### config.mk
export PLATFORM = sky130hd
export DESIGN_NAME = prio_enc_stream_flat
export DESIGN_NICKNAME = d
export VERILOG_FILES = /design/src/rtl/prio_enc_stream_pkg.sv /design/src/rtl/prio_enc_stream_if.sv /design/src/rtl/prio_enc_stream_enc.sv /design/src/rtl/prio_enc_stream.sv /design/src/flat_wrapper.sv
export SDC_FILE = /design/constraint.sdc
export NUM_CORES = 1
export LEC_CHECK = 0
export ABC_AREA = 1
export CAP_MARGIN = 20
export CORE_MARGIN = 1
export CORE_UTILIZATION = 45
export DETAILED_ROUTE_END_ITERATION = 16
export PLACE_DENSITY = 0.79
export SLEW_MARGIN = 20
export SYNTH_ARGS = -nofsm -noshare
export SYNTH_HDL_FRONTEND = slang
export SYNTH_SLANG_ARGS = --single-unit
### constraint.sdc
create_clock -name clk -period 1.7 [get_ports clk]
set_input_delay 0.34 -clock clk [delete_from_list [all_inputs] [get_ports clk]]
set_output_delay 0.34 -clock clk [all_outputs]
set_load 0.01 [all_outputs]
### src/rtl/prio_enc_stream_pkg.sv
// ---------------------------------------------------------------------------
// Package: pcode_pkg
// Purpose: shared types and helpers for the streaming priority encoder.
//          Holds the two-state FSM encoding and a "one or zero bits set"
//          helper used for last-beat detection.
// Contents:
//   pe_state_t       IDLE / SCAN
//   PE_MAX_W         widest request vector the helper function can inspect
//   onehot_or_zero() true when at most one bit of the vector is set
// ---------------------------------------------------------------------------
package pcode_pkg;

   typedef enum logic {
      IDLE = 1'b0,
      SCAN = 1'b1
   } pe_state_t;

   // Packages cannot carry per-instance widths, so the helper works on a
   // fixed-width container and callers zero-extend into it.
   localparam int PE_MAX_W = 64;

   // Clearing the lowest set bit leaves zero exactly when there was at most
   // one bit set to begin with.
   function automatic logic onehot_or_zero(input logic [PE_MAX_W-1:0] v);
      return (v & (v - PE_MAX_W'(1))) == '0;
   endfunction

endpackage

### src/rtl/prio_enc_stream_if.sv
// ---------------------------------------------------------------------------
// Interface: prio_enc_stream_if
// Purpose: bundles the request-side and beat-side handshakes of the
//          streaming priority encoder.
// Signals:
//   in_valid / in_ready / in_vec                     request vector stream
//   out_valid / out_ready / out_code / out_last /
//   out_none                                         index beat stream
// Modports:
//   master  producer of vectors and consumer of beats (e.g. a testbench)
//   slave   the encoder itself
// ---------------------------------------------------------------------------
interface prio_enc_stream_if #(
   parameter int WIDTH  = 8,
   parameter int CODE_W = $clog2(WIDTH)
);

   logic              in_valid;
   logic              in_ready;
   logic [WIDTH-1:0]  in_vec;
   logic              out_valid;
   logic              out_ready;
   logic [CODE_W-1:0] out_code;
   logic              out_last;
   logic              out_none;

   modport master (
      output in_valid,
      output in_vec,
      output out_ready,
      input  in_ready,
      input  out_valid,
      input  out_code,
      input  out_last,
      input  out_none
   );

   modport slave (
      input  in_valid,
      input  in_vec,
      input  out_ready,
      output in_ready,
      output out_valid,
      output out_code,
      output out_last,
      output out_none
   );

endinterface

### src/rtl/prio_enc_stream_enc.sv
// ---------------------------------------------------------------------------
// Module: prio_enc
// Purpose: purely combinational WIDTH-bit priority encoder, the generalised
//          form of the legacy 8-to-3 encoder.
// Parameters:
//   WIDTH      request vector width
//   LSB_FIRST  0: highest set index wins; 1: lowest set index wins
//   CODE_W     index width, derived
// Ports:
//   vec   in   WIDTH   vector to encode
//   code  out  CODE_W  index of the winning bit (0 when vec is all-zero)
//   any   out  1       at least one bit of vec is set
// ---------------------------------------------------------------------------
module prio_enc #(
   parameter int WIDTH     = 8,
   parameter bit LSB_FIRST = 1'b0,
   parameter int CODE_W    = $clog2(WIDTH)
) (
   input  logic [WIDTH-1:0]  vec,
   output logic [CODE_W-1:0] code,
   output logic              any
);

   // The last matching bit in loop order wins, so the scan direction is the
   // opposite of the priority direction.
   always_comb begin
      code = '0;
      if (LSB_FIRST) begin
         for (int i = WIDTH - 1; i >= 0; i--) begin
            if (vec[i]) code = CODE_W'(i);
         end
      end else begin
         for (int i = 0; i < WIDTH; i++) begin
            if (vec[i]) code = CODE_W'(i);
         end
      end
   end

   assign any = |vec;

endmodule

### src/rtl/prio_enc_stream.sv
// ---------------------------------------------------------------------------
// Module: prio_enc_stream
// Purpose: accepts a WIDTH-bit request vector over a valid/ready handshake
//          and emits the index of every set bit, one per beat, in priority
//          order. An all-zero vector yields a single "none" beat.
// Parameters:
//   WIDTH      request vector width, >= 2 and <= 64
//   LSB_FIRST  0: highest set index first; 1: lowest set index first
//   CODE_W     derived index width, not to be overridden
// Ports:
//   clk    in  1  clock, all state on rising edge
//   rst_n  in  1  asynchronous active-low reset
//   bus    slave modport of prio_enc_stream_if carrying both streams
// ---------------------------------------------------------------------------
module prio_enc_stream
   import pcode_pkg::*;
#(
   parameter int WIDTH     = 8,
   parameter bit LSB_FIRST = 1'b0,
   parameter int CODE_W    = $clog2(WIDTH)
) (
   input  logic             clk,
   input  logic             rst_n,
   prio_enc_stream_if.slave bus
);

   pe_state_t         state;
   pe_state_t         state_next;
   logic [WIDTH-1:0]  pending;
   logic [WIDTH-1:0]  pending_next;
   logic              none_q;
   logic              none_next;

   logic [CODE_W-1:0] enc_code;
   logic              enc_any;
   logic              single_bit;
   logic              in_fire;
   logic              out_fire;
   logic [WIDTH-1:0]  clr_mask;

   prio_enc #(
      .WIDTH     (WIDTH),
      .LSB_FIRST (LSB_FIRST),
      .CODE_W    (CODE_W)
   ) u_enc (
      .vec  (pending),
      .code (enc_code),
      .any  (enc_any)
   );

   assign single_bit = onehot_or_zero(PE_MAX_W'(pending));

   // Outputs are driven to zero outside SCAN so the beat stream never shows
   // stale codes. in_ready opens in SCAN only on the cycle the last beat is
   // taken, letting the next vector load without an idle bubble.
   always_comb begin
      bus.out_valid = 1'b0;
      bus.out_code  = '0;
      bus.out_last  = 1'b0;
      bus.out_none  = 1'b0;
      if (state == SCAN) begin
         bus.out_valid = 1'b1;
         bus.out_none  = none_q;
         bus.out_last  = none_q | single_bit;
         if (!none_q && enc_any) bus.out_code = enc_code;
      end
      out_fire     = bus.out_valid & bus.out_ready;
      bus.in_ready = (state == IDLE) | (out_fire & bus.out_last);
      in_fire      = bus.in_valid & bus.in_ready;
   end

   // One-hot mask of the bit currently being presented, cleared once the
   // consumer takes the beat.
   always_comb begin
      clr_mask           = '0;
      clr_mask[enc_code] = 1'b1;
   end

   // Next-state logic: load on any accepted vector, otherwise retire the
   // presented bit on a non-final beat, or fall back to IDLE after the final
   // beat when no new vector is waiting.
   always_comb begin
      state_next   = state;
      pending_next = pending;
      none_next    = none_q;
      case (state)
         IDLE: begin
            if (in_fire) begin
               state_next   = SCAN;
               pending_next = bus.in_vec;
               none_next    = (bus.in_vec == '0);
            end
         end
         SCAN: begin
            if (out_fire) begin
               if (bus.out_last) begin
                  if (in_fire) begin
                     state_next   = SCAN;
                     pending_next = bus.in_vec;
                     none_next    = (bus.in_vec == '0);
                  end else begin
                     state_next   = IDLE;
                     pending_next = '0;
                     none_next    = 1'b0;
                  end
               end else begin
                  pending_next = pending & ~clr_mask;
               end
            end
         end
         default: begin
            state_next   = IDLE;
            pending_next = '0;
            none_next    = 1'b0;
         end
      endcase
   end

   // State registers; reset discards any in-flight vector.
   always_ff @(posedge clk or negedge rst_n) begin
      if (!rst_n) begin
         state   <= IDLE;
         pending <= '0;
         none_q  <= 1'b0;
      end else begin
         state   <= state_next;
         pending <= pending_next;
         none_q  <= none_next;
      end
   end

endmodule

### src/flat_wrapper.sv
// flat-port wrapper written by rule: the top's interface ports become plain ports
module prio_enc_stream_flat import pcode_pkg::*;
#(
   parameter int WIDTH     = 8,
   parameter bit LSB_FIRST = 1'b0,
   parameter int CODE_W    = $clog2(WIDTH)
)
  (clk, rst_n, bus_in_valid, bus_in_vec, bus_out_ready, bus_in_ready, bus_out_valid, bus_out_code, bus_out_last, bus_out_none);
  prio_enc_stream_if #(.WIDTH(WIDTH), .CODE_W(CODE_W)) bus_i ();
  input  logic clk;
  input  logic rst_n;
  input wire logic [$bits(bus_i.in_valid)-1:0] bus_in_valid;
  input wire logic [$bits(bus_i.in_vec)-1:0] bus_in_vec;
  input wire logic [$bits(bus_i.out_ready)-1:0] bus_out_ready;
  output wire logic [$bits(bus_i.in_ready)-1:0] bus_in_ready;
  output wire logic [$bits(bus_i.out_valid)-1:0] bus_out_valid;
  output wire logic [$bits(bus_i.out_code)-1:0] bus_out_code;
  output wire logic [$bits(bus_i.out_last)-1:0] bus_out_last;
  output wire logic [$bits(bus_i.out_none)-1:0] bus_out_none;
  assign bus_i.in_valid = bus_in_valid;
  assign bus_i.in_vec = bus_in_vec;
  assign bus_i.out_ready = bus_out_ready;
  assign bus_in_ready = bus_i.in_ready;
  assign bus_out_valid = bus_i.out_valid;
  assign bus_out_code = bus_i.out_code;
  assign bus_out_last = bus_i.out_last;
  assign bus_out_none = bus_i.out_none;
  prio_enc_stream #(.WIDTH(WIDTH), .LSB_FIRST(LSB_FIRST), .CODE_W(CODE_W)) u_core (.clk(clk), .rst_n(rst_n), .bus(bus_i));
endmodule
==> impl_metrics.json, run 1 <==
{
  "grt.overflow.total": 0,
  "drt_iter0_drc": 71,
  "cp.arrival_ps": 1570,
  "path_class": "flip-flop to output port",
  "dp_hpwl_mm": 2.10,
  "clock-root-buffer": "clkbuf_4",
  "cts_buffers": 3,
  "slowest_stage": "dfrtp_2",
  "rows": 15,
  "yosys.cell_types.count": 21,
  "path_max_fanout": 4,
  "worst_pin_slew_ps": 528,
  "outcome": "finished, violations left",
  "cts.sinks": 10,
  "hold_viol": 0,
  "grt_start_max_net_pins": 11,
  "cp_slowest_stage_delay_ps": 460,
  "grt.busiest_layer": "met2",
  "pin_count": 19,
  "first_pass_iters": 6,
  "cts_tree": "done",
  "wl_per_cell_um": 15.3,
  "use_met3_pct": 6.00,
  "post-place-ws_ps": -320,
  "clk_latency_ps": 280,
  "irDropWorstVdd_mv": 1.05,
  "fin_crit_sh_pct": 113,
  "dieArea_sq_um": 2030,
  "ant_nets": 0,
  "htreeDepth": 1,
  "grt_pass1_wl_mm": 4.82,
  "initial_core_util_pct": 48.3,
  "fillers": 107,
  "vias": 1252,
  "syn_avg_cell_area_sq_um": 6.05,
  "grt_pass1_vias": 1121,
  "synth_top_area_share_pct": 30.0,
  "final_layout_size_suffix_gt1_share_pct": 44.2,
  "ys_ff_latch": 10,
  "yosys.area.top_type": "dfrtp_1",
  "dp.cells": 210,
  "fmax_mhz": 523,
  "core_area_sq_um": 1730,
  "syn_inst": 138,
  "place_congestion": 0.943,
  "worst_slack_ps": -213,
  "grtUsageMet1_pct": 39.5,
  "yosys-top-cells-area": "dfrtp_1 (30%), nand2_1 (20%), nor2_1 (13%)",
  "p_per_area_nw_per_um2": 1810,
  "seq_area_frac_synth_pct": 30.0,
  "grtUsageTotal_pct": 34.0,
  "nets": 213,
  "crit_chain": "buf_6, nand2_2, nand3_2, nor2_4, nand4_1, nand2_2, buf_6",
  "p_leak_nw": 0.757,
  "setup_viol_count_final": 9,
  "hold_path.class": "input pin to asynchronous set/reset pin",
  "antenna_found_initial": 0,
  "finalPower_mw": 2.65,
  "grt_setup_unrepaired": "yes",
  "yosysWarnings": 0,
  "finalMaxSlewViolations": 0,
  "hold_ws_ps": 402,
  "finalSetupTns_ps": -1120,
  "place_area_sq_um": 1260,
  "die_h_um": 45.1,
  "diodes": 0,
  "portBuffers": 18,
  "fin_util_pct": 84.9,
  "final_cells": 224,
  "syn_area_sq_um": 835,
  "cts.clk_slew.worst_paths_ps": 70,
  "endpoint_kind": "output port",
  "mappedNetlistNets": 150,
  "cp.required_ps": 1360,
  "grt_use_met2_pct": 59.7,
  "start_kind": "flip-flop",
  "period_needed_ps": 1910,
  "route.detailed.drc": 0,
  "area_delta_synth_final_pct": 75.7,
  "fin_worst_skew_ps": 5.14,
  "violations": "negative setup slack",
  "maxSlewHeadroom_pct": 64.7,
  "die_x_um": 45.1,
  "maxCapViolCount": 0,
  "viasPerCell": 5.59,
  "routed_wl_mm": 3.42,
  "hold_buffers": 0,
  "multiInputGateArea_sq_um": 604,
  "stdcell_area_sq_um": 1470,
  "register_area_sq_um": 254,
  "ff2ff_setup_slack_ps": -80,
  "cts.path.max_buffers": 2
}
==> final timing paths <==
path	startpoint	to	cells past startpoint
setup / recovery	u_core.pending[3]$_DFFE_PN0P_	bus_out_last	7
hold / removal	rst_n	u_core.pending[7]$_DFFE_PN0P_	1
setup reg to reg	u_core.pending[3]$_DFFE_PN0P_	u_core.pending[5]$_DFFE_PN0P_	11
hold reg to reg	u_core.none_q$_DFFE_PN0P_	u_core.none_q$_DFFE_PN0P_	3
max in group asynchronous	rst_n	u_core.pending[3]$_DFFE_PN0P_	1
min in group clk	u_core.none_q$_DFFE_PN0P_	u_core.none_q$_DFFE_PN0P_	3
==> logic make-up (layout without fill, tap and decap cells) <==
kind of cell | Yosys count | in the layout | synth area share, %
AND/OR/NAND/NOR | 96 | 96 | 52.6
buffers and inverters | 18 | 79 | 8.25
AO/OA/AOI/OAI | 14 | 14 | 9.15
flip-flops | 10 | 10 | 30.0
==> worst max-delay path: cells and delay by family (launching register included) <==
family | cells | cell delay [ps]
buf+inv | 2 | 240
simple gates | 5 | 590
flops | 1 | 460
==> cell type report <==
class | instances | area share (%)
sequential | 10 | 17.3
tap | 25 | 2.13
multi-input combinational | 110 | 41.2
inverter | 18 | 4.69
timing repair buffer | 58 | 33.1
clock buffer | 3 | 1.54
==> power breakdown <==
| part | leakage [nW] | switching (mW) | internal (mW) |
|---|---|---|---|
| Clock | 0.0138 | 0.0956 | 0.0824 |
| Combinational | 0.623 | 1.07 | 0.940 |
| Sequential | 0.120 | 0.124 | 0.333 |
==> Yosys cell counts (all sizes together) <==
cell type / count
o31ai: 1
clkinv: 1
o21ai: 6
nor4: 2
nand4: 3
dfrtp: 10
nand2: 48
nor2: 33
inv: 17
nand3: 9
a21oi: 7
or2: 1
==> sequential cells by signal, summed over array words and instances (netlist names) <==
name / count
u_core.state: 1
u_core.none_q: 1
u_core.pending: 8
==> repair_timing <==
item / CTS / global route
endpoints found under the setup margin: 6 / 12
gates resized for setup: 33 / 25
pin swaps: 10 / 15
setup buffers: 9 / 4
gates cloned: 0 / 0
==> routing by layer <==
metal / part of all wire (%) / routed length [um]
met5: 0 / 0
met4: 6.0 / 205
met3: 7.7 / 264
met2: 49 / 1690
met1: 37 / 1260
==> cell usage in the layout (no fill, tap or decap), types with 3 or more instances in the layout <==
cell type and n:
nand2_1 36, buf_4 35, nor2_1 26, clkdlybuf4s50_1 12, inv_1 9, inv_2 8, nand2_2 8, buf_6 7
dfrtp_1 7, a21oi_1 5, nand3_1 5, nand2_4 4, nor2_2 4, o21ai_0 4, nor2_4 3, nand4_1 3
clkbuf_4 3, buf_2 3, dfrtp_2 3
(Power assumes the default switching activity.)
==> run 2: changes to the inputs <==
--- a/config.mk
+++ b/config.mk
@@ -9,8 +9,10 @@
 export CAP_MARGIN = 20
 export CORE_MARGIN = 1
 export CORE_UTILIZATION = 45
+export CTS_CLUSTER_DIAMETER = 60
 export DETAILED_ROUTE_END_ITERATION = 16
 export PLACE_DENSITY = 0.79
+export SETUP_SLACK_MARGIN = 0.15
 export SLEW_MARGIN = 20
 export SYNTH_ARGS = -nofsm -noshare
 export SYNTH_HDL_FRONTEND = slang
==> impl_metrics.json, run 2 (synthesis results as in run 1) <==
{
  "diodes": 0,
  "path_max_fanout": 3,
  "cts.sinks": 10,
  "worst_slack_ps": -209,
  "fin_crit_sh_pct": 112,
  "htreeDepth": 1,
  "largest_register": "u_core.pending",
  "p_per_area_nw_per_um2": 1830,
  "grt_setup_unrepaired": "yes",
  "vias": 1248,
  "grtUsageTotal_pct": 33.7,
  "grt_pass1_vias": 1134,
  "initial_core_util_pct": 48.3,
  "pin_count": 19,
  "maxSlewHeadroom_pct": 64.2,
  "viasPerCell": 5.65,
  "finalPower_mw": 2.62,
  "cp.required_ps": 1360,
  "hold_buffers": 0,
  "dp_hpwl_mm": 1.96,
  "place_area_sq_um": 1250,
  "portBuffers": 18,
  "antenna_found_initial": 0,
  "reg_top3": "u_core.pending (8), u_core.none_q (1), u_core.state (1)",
  "cts_tree": "done",
  "ant_nets": 0,
  "route.detailed.drc": 0,
  "cts_buffers": 3,
  "nets": 209,
  "irDropWorstVdd_mv": 1.17,
  "die_x_um": 45.1,
  "dieArea_sq_um": 2030,
  "fin_worst_skew_ps": 5.73,
  "outcome": "finished, violations left",
  "routed_wl_mm": 3.57,
  "cts.path.max_buffers": 2,
  "stdcell_area_sq_um": 1430,
  "clk_latency_ps": 280,
  "p_leak_nw": 0.732,
  "drt_iter0_drc": 63,
  "first_pass_iters": 4,
  "rows": 15,
  "path_class": "flip-flop to output port",
  "maxCapViolCount": 0,
  "final_cell_mix": "nand2_1 (36), buf_4 (30), nor2_1 (26)",
  "cp.arrival_ps": 1570,
  "wl_per_cell_um": 16.2,
  "area_delta_synth_final_pct": 71.8,
  "final_layout_size_suffix_gt1_share_pct": 43.4,
  "largest_reg_flops": 8,
  "worst_pin_slew_ps": 535,
  "setup_viol_count_final": 9,
  "hold_viol": 0,
  "endpoint_kind": "output port",
  "core_area_sq_um": 1730,
  "finalMaxSlewViolations": 0,
  "violations": "negative setup slack",
  "cts.clk_slew.worst_paths_ps": 90,
  "die_h_um": 45.1,
  "hold_ws_ps": 405,
  "finalSetupTns_ps": -829,
  "grt.overflow.total": 0,
  "period_needed_ps": 1910,
  "fin_util_pct": 83.0,
  "start_kind": "flip-flop",
  "fmax_mhz": 524,
  "grt_pass1_wl_mm": 4.76,
  "clock-root-buffer": "clkbuf_4",
  "grt_start_max_net_pins": 11,
  "final_common_cell": "nand2_1",
  "place_congestion": 0.866,
  "hold_path.class": "input pin to asynchronous set/reset pin"
}
[run 2: cell type report]
class | count | area (sq um)
multi-input combinational | 110 | 591
timing repair buffer | 54 | 455
fill | 112 | 293
sequential | 10 | 251
inverter | 18 | 68.8
clock buffer | 4 | 36.3
tap | 25 | 31.3
[run 2: critical path, cell delays in order (launching register included)]
cell and delay [ps]:
dfrtp_1 420, inv_2 90, nand2_2 80, inv_1 80, nand2_1 70, nand2_1 110, nand3_2 120, nand2_4 100
nand2_4 50, inv_2 70, buf_6 100
[run 2: report_power, final]
group / internal (mW) / switching (mW)
registers: 0.328 / 0.115
logic: 0.898 / 1.05
clock network: 0.130 / 0.104
total: 1.36 / 1.27
[run 2: metrics by stage]
stage | worst slack (ps) | instances
3_3_place_gp | -238 | 208
3_5_place_dp | -249 | 208
6_report | -209 | 221
2_1_floorplan | 243 | 138
4_1_cts | -136 | 217
5_1_grt | -297 | 221
[run 2: per-layer routing]
metal,global-route usage (%),routed length (um),vias up
li1,-,-,554
met1,38.7,1300,580
met2,54.8,1730,85
met3,7.20,326,29
met4,24.8,225,0
met5,0,0,-
[run 2: final timing paths]
check / start / end / slack, ps / depth (start not counted)
min reg2reg: u_core.pending[6]$_DFFE_PN0P_ / u_core.pending[6]$_DFFE_PN0P_ / 570 / 2
max in group asynchronous: rst_n / u_core.pending[3]$_DFFE_PN0P_ / 900 / 1
min: rst_n / u_core.pending[4]$_DFFE_PN0P_ / 410 / 1
min in group clk: u_core.pending[6]$_DFFE_PN0P_ / u_core.pending[6]$_DFFE_PN0P_ / 570 / 2
max reg2reg: u_core.pending[5]$_DFFE_PN0P_ / u_core.pending[1]$_DFFE_PN0P_ / -120 / 12
max: u_core.pending[6]$_DFFE_PN0P_ / bus_in_ready / -210 / 10
[run 2: timing repair]
action | CTS | global route
pin swaps | 10 | 10
endpoints found under the setup margin | 14 | 15
resized for setup | 44 | 15
buffers inserted | 5 | 4
